==> src/rtl/mem_arb_pkg.sv <==
// Shared defaults and helpers for the data-memory port arbiter.
package mem_arb_pkg;

    localparam int unsigned DEF_N    = 8;
    localparam int unsigned DEF_NREQ = 3;
    localparam int unsigned NREQ_MAX = 8;

    // Index of the set bit in a one-hot vector (0 when no bit is set).
    function automatic logic [2:0] onehot_to_idx(input logic [NREQ_MAX-1:0] oh);
        logic [2:0] idx;
        idx = '0;
        for (int unsigned i = 0; i < NREQ_MAX; i++) begin
            if (oh[i]) idx = idx | 3'(i);
        end
        return idx;
    endfunction

endpackage

==> src/rtl/mem_rr_pick.sv <==
// Rotating priority pick: first set bit of mask_i at or after start_i, wrapping.
module mem_rr_pick
    import mem_arb_pkg::*;
#(
    parameter int unsigned NREQ = DEF_NREQ,
    parameter int unsigned IW   = $clog2(NREQ)
) (
    input  logic [NREQ-1:0] mask_i,
    input  logic [IW-1:0]   start_i,
    output logic            valid_o,
    output logic [IW-1:0]   idx_o,
    output logic [NREQ-1:0] oh_o
);

    logic [IW-1:0]       pos;
    logic                found;
    logic [NREQ_MAX-1:0] oh_pad;

    // Scan candidates in rotated order and keep the first hit.
    always_comb begin
        pos    = '0;
        found  = 1'b0;
        oh_o   = '0;
        oh_pad = '0;
        for (int unsigned k = 0; k < NREQ; k++) begin
            pos = IW'((32'(start_i) + k) % NREQ);
            if (!found && mask_i[pos]) begin
                found     = 1'b1;
                oh_o[pos] = 1'b1;
            end
        end
        oh_pad[NREQ-1:0] = oh_o;
        valid_o = found;
        idx_o   = IW'(onehot_to_idx(oh_pad));
    end

endmodule

==> src/rtl/mem_port_arbiter.sv <==
// Round-robin arbiter owning the 1W/2R data memory ports.
// Accept (gnt) -> access stage (memory ports from registers) -> response (rvalid/rdata).
module mem_port_arbiter
    import mem_arb_pkg::*;
#(
    parameter int unsigned n    = DEF_N,
    parameter int unsigned NREQ = DEF_NREQ
) (
    input  logic              clk,
    input  logic              rst_n,
    input  logic [NREQ-1:0]   req,
    input  logic [NREQ-1:0]   we,
    input  logic [NREQ*n-1:0] addr,
    input  logic [NREQ*n-1:0] wdata,
    output logic [NREQ-1:0]   gnt,
    output logic [NREQ-1:0]   rvalid,
    output logic [NREQ*n-1:0] rdata,
    output logic              mem_wr_en,
    output logic [n-1:0]      mem_wr_addr,
    output logic [n-1:0]      mem_wr_data,
    output logic [n-1:0]      mem_rd0_addr,
    output logic [n-1:0]      mem_rd1_addr,
    input  logic [n-1:0]      mem_rd0_data,
    input  logic [n-1:0]      mem_rd1_data
);

    localparam int unsigned   IW   = $clog2(NREQ);
    localparam logic [IW-1:0] LAST = IW'(NREQ - 1);

    logic [NREQ-1:0][n-1:0] addr_a;
    logic [NREQ-1:0][n-1:0] wdata_a;

    assign addr_a  = addr;
    assign wdata_a = wdata;

    // Round-robin pointer
    logic [IW-1:0] ptr_q, ptr_d;

    // Access stage
    logic          wr_v_q, wr_v_d;
    logic [n-1:0]  wr_addr_q, wr_addr_d;
    logic [n-1:0]  wr_data_q, wr_data_d;
    logic          rd0_v_q, rd0_v_d;
    logic [IW-1:0] rd0_id_q, rd0_id_d;
    logic [n-1:0]  rd0_addr_q, rd0_addr_d;
    logic          rd1_v_q, rd1_v_d;
    logic [IW-1:0] rd1_id_q, rd1_id_d;
    logic [n-1:0]  rd1_addr_q, rd1_addr_d;

    // Response stage
    logic [NREQ-1:0]        rvalid_q, rvalid_d;
    logic [NREQ-1:0][n-1:0] rdata_q, rdata_d;

    // Winner selection
    logic            first_v, second_v;
    logic [IW-1:0]   first_idx, second_idx, second_start, last_idx;
    logic [NREQ-1:0] first_oh, second_oh, second_mask;
    logic            first_we, dual;

    mem_rr_pick #(.NREQ(NREQ), .IW(IW)) u_pick_first (
        .mask_i  (req),
        .start_i (ptr_q),
        .valid_o (first_v),
        .idx_o   (first_idx),
        .oh_o    (first_oh)
    );

    mem_rr_pick #(.NREQ(NREQ), .IW(IW)) u_pick_second (
        .mask_i  (second_mask),
        .start_i (second_start),
        .valid_o (second_v),
        .idx_o   (second_idx),
        .oh_o    (second_oh)
    );

    // Second search: pending reads only, starting just past the first winner.
    always_comb begin
        first_we     = |(we & first_oh);
        second_mask  = req & ~we & ~first_oh;
        second_start = (first_idx == LAST) ? '0 : first_idx + IW'(1);
        dual         = first_v && !first_we && second_v;
    end

    // Grants and pointer advance (past the last granted requester).
    always_comb begin
        gnt      = '0;
        ptr_d    = ptr_q;
        last_idx = dual ? second_idx : first_idx;
        if (rst_n && first_v) begin
            gnt = first_oh | (dual ? second_oh : '0);
        end
        if (first_v) begin
            ptr_d = (last_idx == LAST) ? '0 : last_idx + IW'(1);
        end
    end

    // Access-stage next state; addresses/data hold when their slot is idle.
    always_comb begin
        wr_v_d     = first_v && first_we;
        wr_addr_d  = wr_addr_q;
        wr_data_d  = wr_data_q;
        rd0_v_d    = first_v && !first_we;
        rd0_id_d   = rd0_id_q;
        rd0_addr_d = rd0_addr_q;
        rd1_v_d    = dual;
        rd1_id_d   = rd1_id_q;
        rd1_addr_d = rd1_addr_q;
        if (wr_v_d) begin
            wr_addr_d = addr_a[first_idx];
            wr_data_d = wdata_a[first_idx];
        end
        if (rd0_v_d) begin
            rd0_id_d   = first_idx;
            rd0_addr_d = addr_a[first_idx];
        end
        if (rd1_v_d) begin
            rd1_id_d   = second_idx;
            rd1_addr_d = addr_a[second_idx];
        end
    end

    // Response next state: route each read slot's data to its requester.
    always_comb begin
        rvalid_d = '0;
        rdata_d  = rdata_q;
        if (rd0_v_q) begin
            rvalid_d[rd0_id_q] = 1'b1;
            rdata_d[rd0_id_q]  = mem_rd0_data;
        end
        if (rd1_v_q) begin
            rvalid_d[rd1_id_q] = 1'b1;
            rdata_d[rd1_id_q]  = mem_rd1_data;
        end
    end

    // All state; async reset discards any in-flight access.
    always_ff @(posedge clk or negedge rst_n) begin
        if (!rst_n) begin
            ptr_q      <= '0;
            wr_v_q     <= 1'b0;
            wr_addr_q  <= '0;
            wr_data_q  <= '0;
            rd0_v_q    <= 1'b0;
            rd0_id_q   <= '0;
            rd0_addr_q <= '0;
            rd1_v_q    <= 1'b0;
            rd1_id_q   <= '0;
            rd1_addr_q <= '0;
            rvalid_q   <= '0;
            rdata_q    <= '0;
        end else begin
            ptr_q      <= ptr_d;
            wr_v_q     <= wr_v_d;
            wr_addr_q  <= wr_addr_d;
            wr_data_q  <= wr_data_d;
            rd0_v_q    <= rd0_v_d;
            rd0_id_q   <= rd0_id_d;
            rd0_addr_q <= rd0_addr_d;
            rd1_v_q    <= rd1_v_d;
            rd1_id_q   <= rd1_id_d;
            rd1_addr_q <= rd1_addr_d;
            rvalid_q   <= rvalid_d;
            rdata_q    <= rdata_d;
        end
    end

    assign mem_wr_en    = wr_v_q;
    assign mem_wr_addr  = wr_addr_q;
    assign mem_wr_data  = wr_data_q;
    assign mem_rd0_addr = rd0_addr_q;
    assign mem_rd1_addr = rd1_addr_q;
    assign rvalid       = rvalid_q;
    assign rdata        = rdata_q;

endmodule

==> config.mk <==
export PLATFORM = sky130hd
export DESIGN_NAME = mem_port_arbiter
export DESIGN_NICKNAME = d
export VERILOG_FILES = /design/src/rtl/mem_arb_pkg.sv /design/src/rtl/mem_rr_pick.sv /design/src/rtl/mem_port_arbiter.sv
export SDC_FILE = /design/constraint.sdc
export NUM_CORES = 1
export LEC_CHECK = 0
export CORE_UTILIZATION = 50
export CTS_CLUSTER_SIZE = 28
export DETAILED_ROUTE_END_ITERATION = 6
export PLACE_DENSITY = 0.88
export SYNTH_ARGS = -nofsm -noshare
export SYNTH_HDL_FRONTEND = slang
export SYNTH_SLANG_ARGS = --single-unit
==> constraint.sdc <==
create_clock -name clk -period 8.6 [get_ports clk]
set_clock_uncertainty 0.05 [all_clocks]
set_input_delay 1.72 -clock clk [delete_from_list [all_inputs] [get_ports clk]]
set_output_delay 1.72 -clock clk [all_outputs]
set_load 0.01 [all_outputs]
# --- Word level (Yosys, flattened, before mapping) ---
# Cells that the tools add are included.
# Widths: inputs -> output; s select.
totals:
  input_bits: 72
  reg_bits: 68
  mem_count: 0
  latch_bits: 0
  ramBits: 0
  word_cells: 144
  mem_bits_ro: 0
  output_inout_bits: 63
classes:
  muxes: 65
  n_reduce_logical: 22
  n_mul: 0
  shifts: 0
  add_sub_neg: 6
  bitwise_logic: 11
  div: 6
  n_eq_ne: 2
  magnitude_cmp: 18
ops:
  columns: ["op", "n"]
  rows:
  - ["$mod 32x2->32 const B", 4]
  - ["$mod 2x2->32 const B", 2]
  - ["$bmux 8 s2", 3]
  - ["$bwmux 24", 2]
  - ["$mux 24", 2]
  - ["$mux 8", 5]
  - ["$demux 8 s2", 2]
  - ["$lt 2x3->1 const B", 10]
  - ["$mux 3", 10]
  - ["$mux 1", 22]
  - ["$or 3x3->3", 6]
  - ["$demux 1 s2", 8]
  - ["$ge 2x1->1 const B", 8]
  - ["$logic_and 1x1->1", 16]
  - ["$bmux 1 s2", 6]
  - ["$mux 2", 5]
  - ["$and 3x3->3", 3]
  - ["$add 2x1->3 const B", 2]
  - ["$add 2x2->3 const B", 2]
  - ["$not 3->3", 2]
  - ["$logic_not 1->1", 5]
  - ["$add 2x1->2 const B", 2]
  - ["$eq 2x2->1 const B", 2]
  - ["$reduce_or 3->1", 1]

# --- Depth between registers and ports, before layout ---
logic_depth:
  ltp_word: 29
  depth_mapped: 19
  depth_no_buf: 15

# --- Modules after synthesis ---
# A second synthesis with hierarchy kept.
unflattened:
  cells_unflattened: 426
  hier_area_um2: 3826.2
modules_own_cells:
  columns: ["module", "instances", "cells_per_inst", "area_each_um2", "seq_area_each_um2"]
  rows:
  - ["mem_port_arbiter", 1, 346, 3253.1, 1701.6]
  - ["mem_rr_pick", 2, 40, 286.5, 0.0]

# --- Worst setup path after synthesis ---
# Ideal clock, no wire load.
synth_timing:
  path_kind: "in2out"
  from: "input port req[0]"
  to: "output port gnt[2]"
  stages: 16
  slack_ns: 2.290
  t_arrival_ns: 4.540
  cell_sequence: "mux2_4 -> a21bo_2 -> nor2_1 -> buf_2 -> inv_1 -> nor2_4 -> buf_2 -> inv_1 -> ha_1 -> o21ai_0 -> o21a_1 -> a2111oi_2 -> a31o_1 -> buf_4 -> nand3_1 -> a21oi_1"
synth_between:
  elab_chain_cells: 27
  elab_cells_between_ends: 73
  classes_between: "3 x add/sub; 3 x div; 6 x order compare; 1 x eq/ne; 35 x mux; 9 x bitwise; 16 x reduce/logical"
synth_rtl:
  columns: ["element", "line", "source"]
  rows:
  - ["start: declaration", "mem_port_arbiter.sv:11", "input logic [NREQ-1:0] req,"]
  - ["parallel branches: the longest is 26 deep, another holds $add 2x1->2", null, null]
  - ["$mux 3 (*)", "mem_port_arbiter.sv:89", "if (rst_n && first_v) begin"]
  - ["end: declaration", "mem_port_arbiter.sv:15", "output logic [NREQ-1:0] gnt,"]
# Every way passes the cells marked *. The select of a mux whose other input is x is not followed.

# --- Worst setup path after layout ---
layout_timing:
  from: "input port req[1]"
  to: "output port gnt[1]"
# Same word-level chain as after synthesis.

==> metrics.csv <==
stage;metric;value;unit
placement;DP Cell Count;610;
cells_and_area;Design Area, Final;5600;sq um
cells_and_area;ANT cells;0;
floorplanning;die footprint;8280;sq um
timing;min Tclk post-route;7.96;ns
grt;total gr overflow;0;
clock_tree;Post-CTS Setup Bufs;0;
setup_path;CP max FO;18;
placement;number of I/O port buffers;134;
job;Max Cap Viol;0;
grt;largest net degree at the start of global routing;39;
cells_and_area;number of fillers in the final layout;590;
setup_path;critical path's slowest cell;clkdlybuf4s50_1;
power_and_ir_drop;Leak;2.33;nW
grt;first-pass GRT wire length;17.7;mm
synthesis;post-synth top area cell;dfrtp_1;
floorplanning;Initial Utilization;0.515;
placement;DP HPWL;8.08;mm
timing;Setup violations, final;0;
drt;vias;3587;
synthesis;Mean Syn Cell Area;10.1;sq um
timing;Fmax achieved;126;MHz
synthesis;Synth cell types;59;
grt;GRT Util Overall;0.272;
clock_tree;CTS H-tree lvls;3;
setup_path;Crit Path Category;in2out;
synthesis;Post-synth EDFFs;0;
clock_tree;clock buffer count from CTS;9;
setup_path;required time of the critical path;6.83;ns
min_path;Hold Path Stages;1;
grt;most used routing layer;met2;
cells_and_area;post-route insts no fill;625;
floorplanning;num ports;135;
synthesis;post-synthesis cell count;391;
clock_tree;root buffer cell;clkbuf_8;
grt;met3 Resource Use GR;0.0578;
drt;Initial DRT Pass Iterations;4;
timing;Setup TNS;0;ns
cells_and_area;Area Overhead vs Synth;41.5;%
clock_tree;CTS tree;done;
synthesis;post-synth top area share;0.430;
power_and_ir_drop;Peak VDD IR;0.275;mV
synthesis;register area share after synthesis;0.430;
min_path;HP Class;reg2reg;
grt;met2 Use GR;0.451;
floorplanning;Die Span Y;91.0;um
clock_tree;Clk Latency, worst-skew pair;0.34;ns
drt;Via density;5.74;
floorplanning;FP Rows;32;
cells_and_area;nets;596;
drt;Routed WL;10.9;mm
floorplanning;Die W;91.0;um
power_and_ir_drop;Power Dens Cells;435;nW/um^2
drt;routed length per placed instance;17.5;um
grt;vias in the first global route;3569;
clock_tree;clock slew at reported path FFs;0.08;ns
drt;DRC viols;0;
drt;DR iter-0 viols;233;
clock_tree;hold buffer count at cts;0;
synthesis;Seq cells post-synth;68;
grt;antenna violations before repair;0;
setup_path;Max stage delay on crit path;0.68;ns
clock_tree;Post-CTS Resized;0;
drt;Post-DRT Antenna Nets;0;
synthesis;ranking of synthesized cells by area;dfrtp_1, mux2i_1, mux2_2;
synthesis;Syn Std Cell Area;3960;sq um
setup_path;reg2reg setup slack;4.11;ns
setup_path;Startpoint Class;primary input;
placement;placed inst area;5340;sq um
cells_and_area;share of layout cells above drive strength 1;0.124;
setup_path;CP Capture Type;primary output;
clock_tree;CTS Buffer Depth;2;
timing;Worst Tran Pin Value;1.20;ns
synthesis;Top FF cell, synth;dfrtp_1;
synthesis;Mapped Nets;468;
timing;Final Cycle Share;0.925;
grt;met1 usage;0.344;
setup_path;FF-to-FF path depth;14;
synthesis;yosys synthesis warning count;0;
timing;Final Hold Viols;0;
timing;Max Slew Vio Count;0;
clock_tree;clock sink count;68;
outcome;outcome;complete, no violations;
setup_path;cell chain of the critical path;clkdlybuf4s50_1, nand2b_2, mux2_4, a211oi_1, nor2_2, nor2_4, inv_1, ha_1, a211oi_1, a21boi_2, or2_1, nand2b_1, a21oi_1, clkdlybuf4s50_1;
placement;gp weighted congestion;0.883;
timing;RSZ-0062 raised after global routing;no;
synthesis;Post-synth ARST share;1.00;
timing;slew margin rel.;0.199;
floorplanning;core area;7690;sq um
setup_path;WP data arrival;6.19;ns
[critical path: cells and delay by family]
family | cells | cell delay (ns)
buffers and inverters | 3 | 1.36
multiplexers | 1 | 0.32
AO/OA/AOI/OAI | 4 | 1.26
AND/OR/NAND/NOR | 5 | 1.17
adder cells (fa/ha/maj) | 1 | 0.35
[registers in the layout, indices dropped and copies added (netlist names)]
name and count:
mem_wr_en 1, rdata 24, rvalid 3, mem_wr_addr 8, mem_rd1_addr 8, ptr_q 2, mem_wr_data 8, rd1_v_q 1
rd1_id_q 2, rd0_v_q 1, mem_rd0_addr 8, rd0_id_q 2
[synth_stat cells (3+ instances only)]
cell type / n
a211oi_1: 12
a21oi_1: 4
a31oi_1: 11
buf_2: 5
buf_4: 4
buf_6: 3
clkbuf_1: 8
dfrtp_1: 68
ha_1: 5
inv_1: 10
mux2_2: 24
mux2i_1: 33
nand2_1: 50
nand2b_1: 3
nand3_1: 5
nor2_1: 14
nor2b_1: 8
nor3_1: 4
nor3b_1: 11
o211ai_1: 9
o21ai_0: 28
o21ai_1: 19
o2bb2ai_1: 8
[metrics by stage]
stage | worst slack, ns | total power, mW | hold slack [ns] | util
floorplan | 2.29 | 1.57 | 0.430 | -
global placement | 0.849 | 2.05 | 0.432 | 0.695
detailed placement | 0.769 | 2.08 | 0.446 | 0.695
CTS | 0.732 | 2.44 | 0.464 | 0.729
global route | 0.354 | 2.59 | 0.483 | 0.729
finish | 0.643 | 2.44 | 0.462 | 0.729
[where the power goes]
part | switching [mW] | total, mW | internal (mW)
sequential | 0.0892 | 0.580 | 0.491
clock | 0.124 | 0.345 | 0.221
combinational | 0.796 | 1.51 | 0.717
total | 1.01 | 2.44 | 1.43
[path summary, 6_finish.rpt]
| kind | start | endpoint |
|---|---|---|
| max | req[1] | gnt[1] |
| min reg2reg | mem_wr_addr[6] | mem_wr_addr[6] |
| max reg2reg | ptr_q[1] | rd1_id_q[0] |
| min | mem_wr_addr[6] | mem_wr_addr[6] |
| min in group asynchronous | rst_n | rdata[22] |
| max in group asynchronous | rst_n | rd0_id_q[0] |
[cell usage in the layout (no fill, tap or decap), types with 3 or more instances in the layout]
master,instances
bufinv_16,4
o211ai_1,9
buf_4,5
nand2_1,50
nor3b_1,10
inv_1,10
a31oi_1,11
mux2_2,24
a21oi_1,4
mux2i_1,33
nor2_1,13
clkdlybuf4s50_1,133
nand3_1,5
a211oi_1,12
o21ai_1,19
nor3_1,4
nand2b_1,3
clkbuf_8,9
ha_1,5
o2bb2ai_1,8
nor2b_1,8
dfrtp_1,68
o21ai_0,28
[layout make-up]
type,count,area [sq um],area share
clock inverters,6,138,0.0246
inverters,11,41.3,0.00737
well taps,102,128,0.0228
clock buffers,9,124,0.0221
multi-input cells,290,2100,0.374
repair buffers,139,1370,0.245
flip-flops and latches,68,1700,0.304
[kinds of logic after synthesis]
| family | synth area share |
|---|---|
| compound gates | 0.207 |
| fa+ha+maj | 0.0158 |
| buf+inv | 0.0423 |
| flops | 0.430 |
| mux | 0.165 |
| simple gates | 0.140 |
[routing by layer]
metal,up-vias,share of wire
met1,1724,0.43
met3,22,0.071
met4,0,0.021
li1,1692,-
met2,149,0.48
met5,-,0
(Power assumes the default switching activity.)
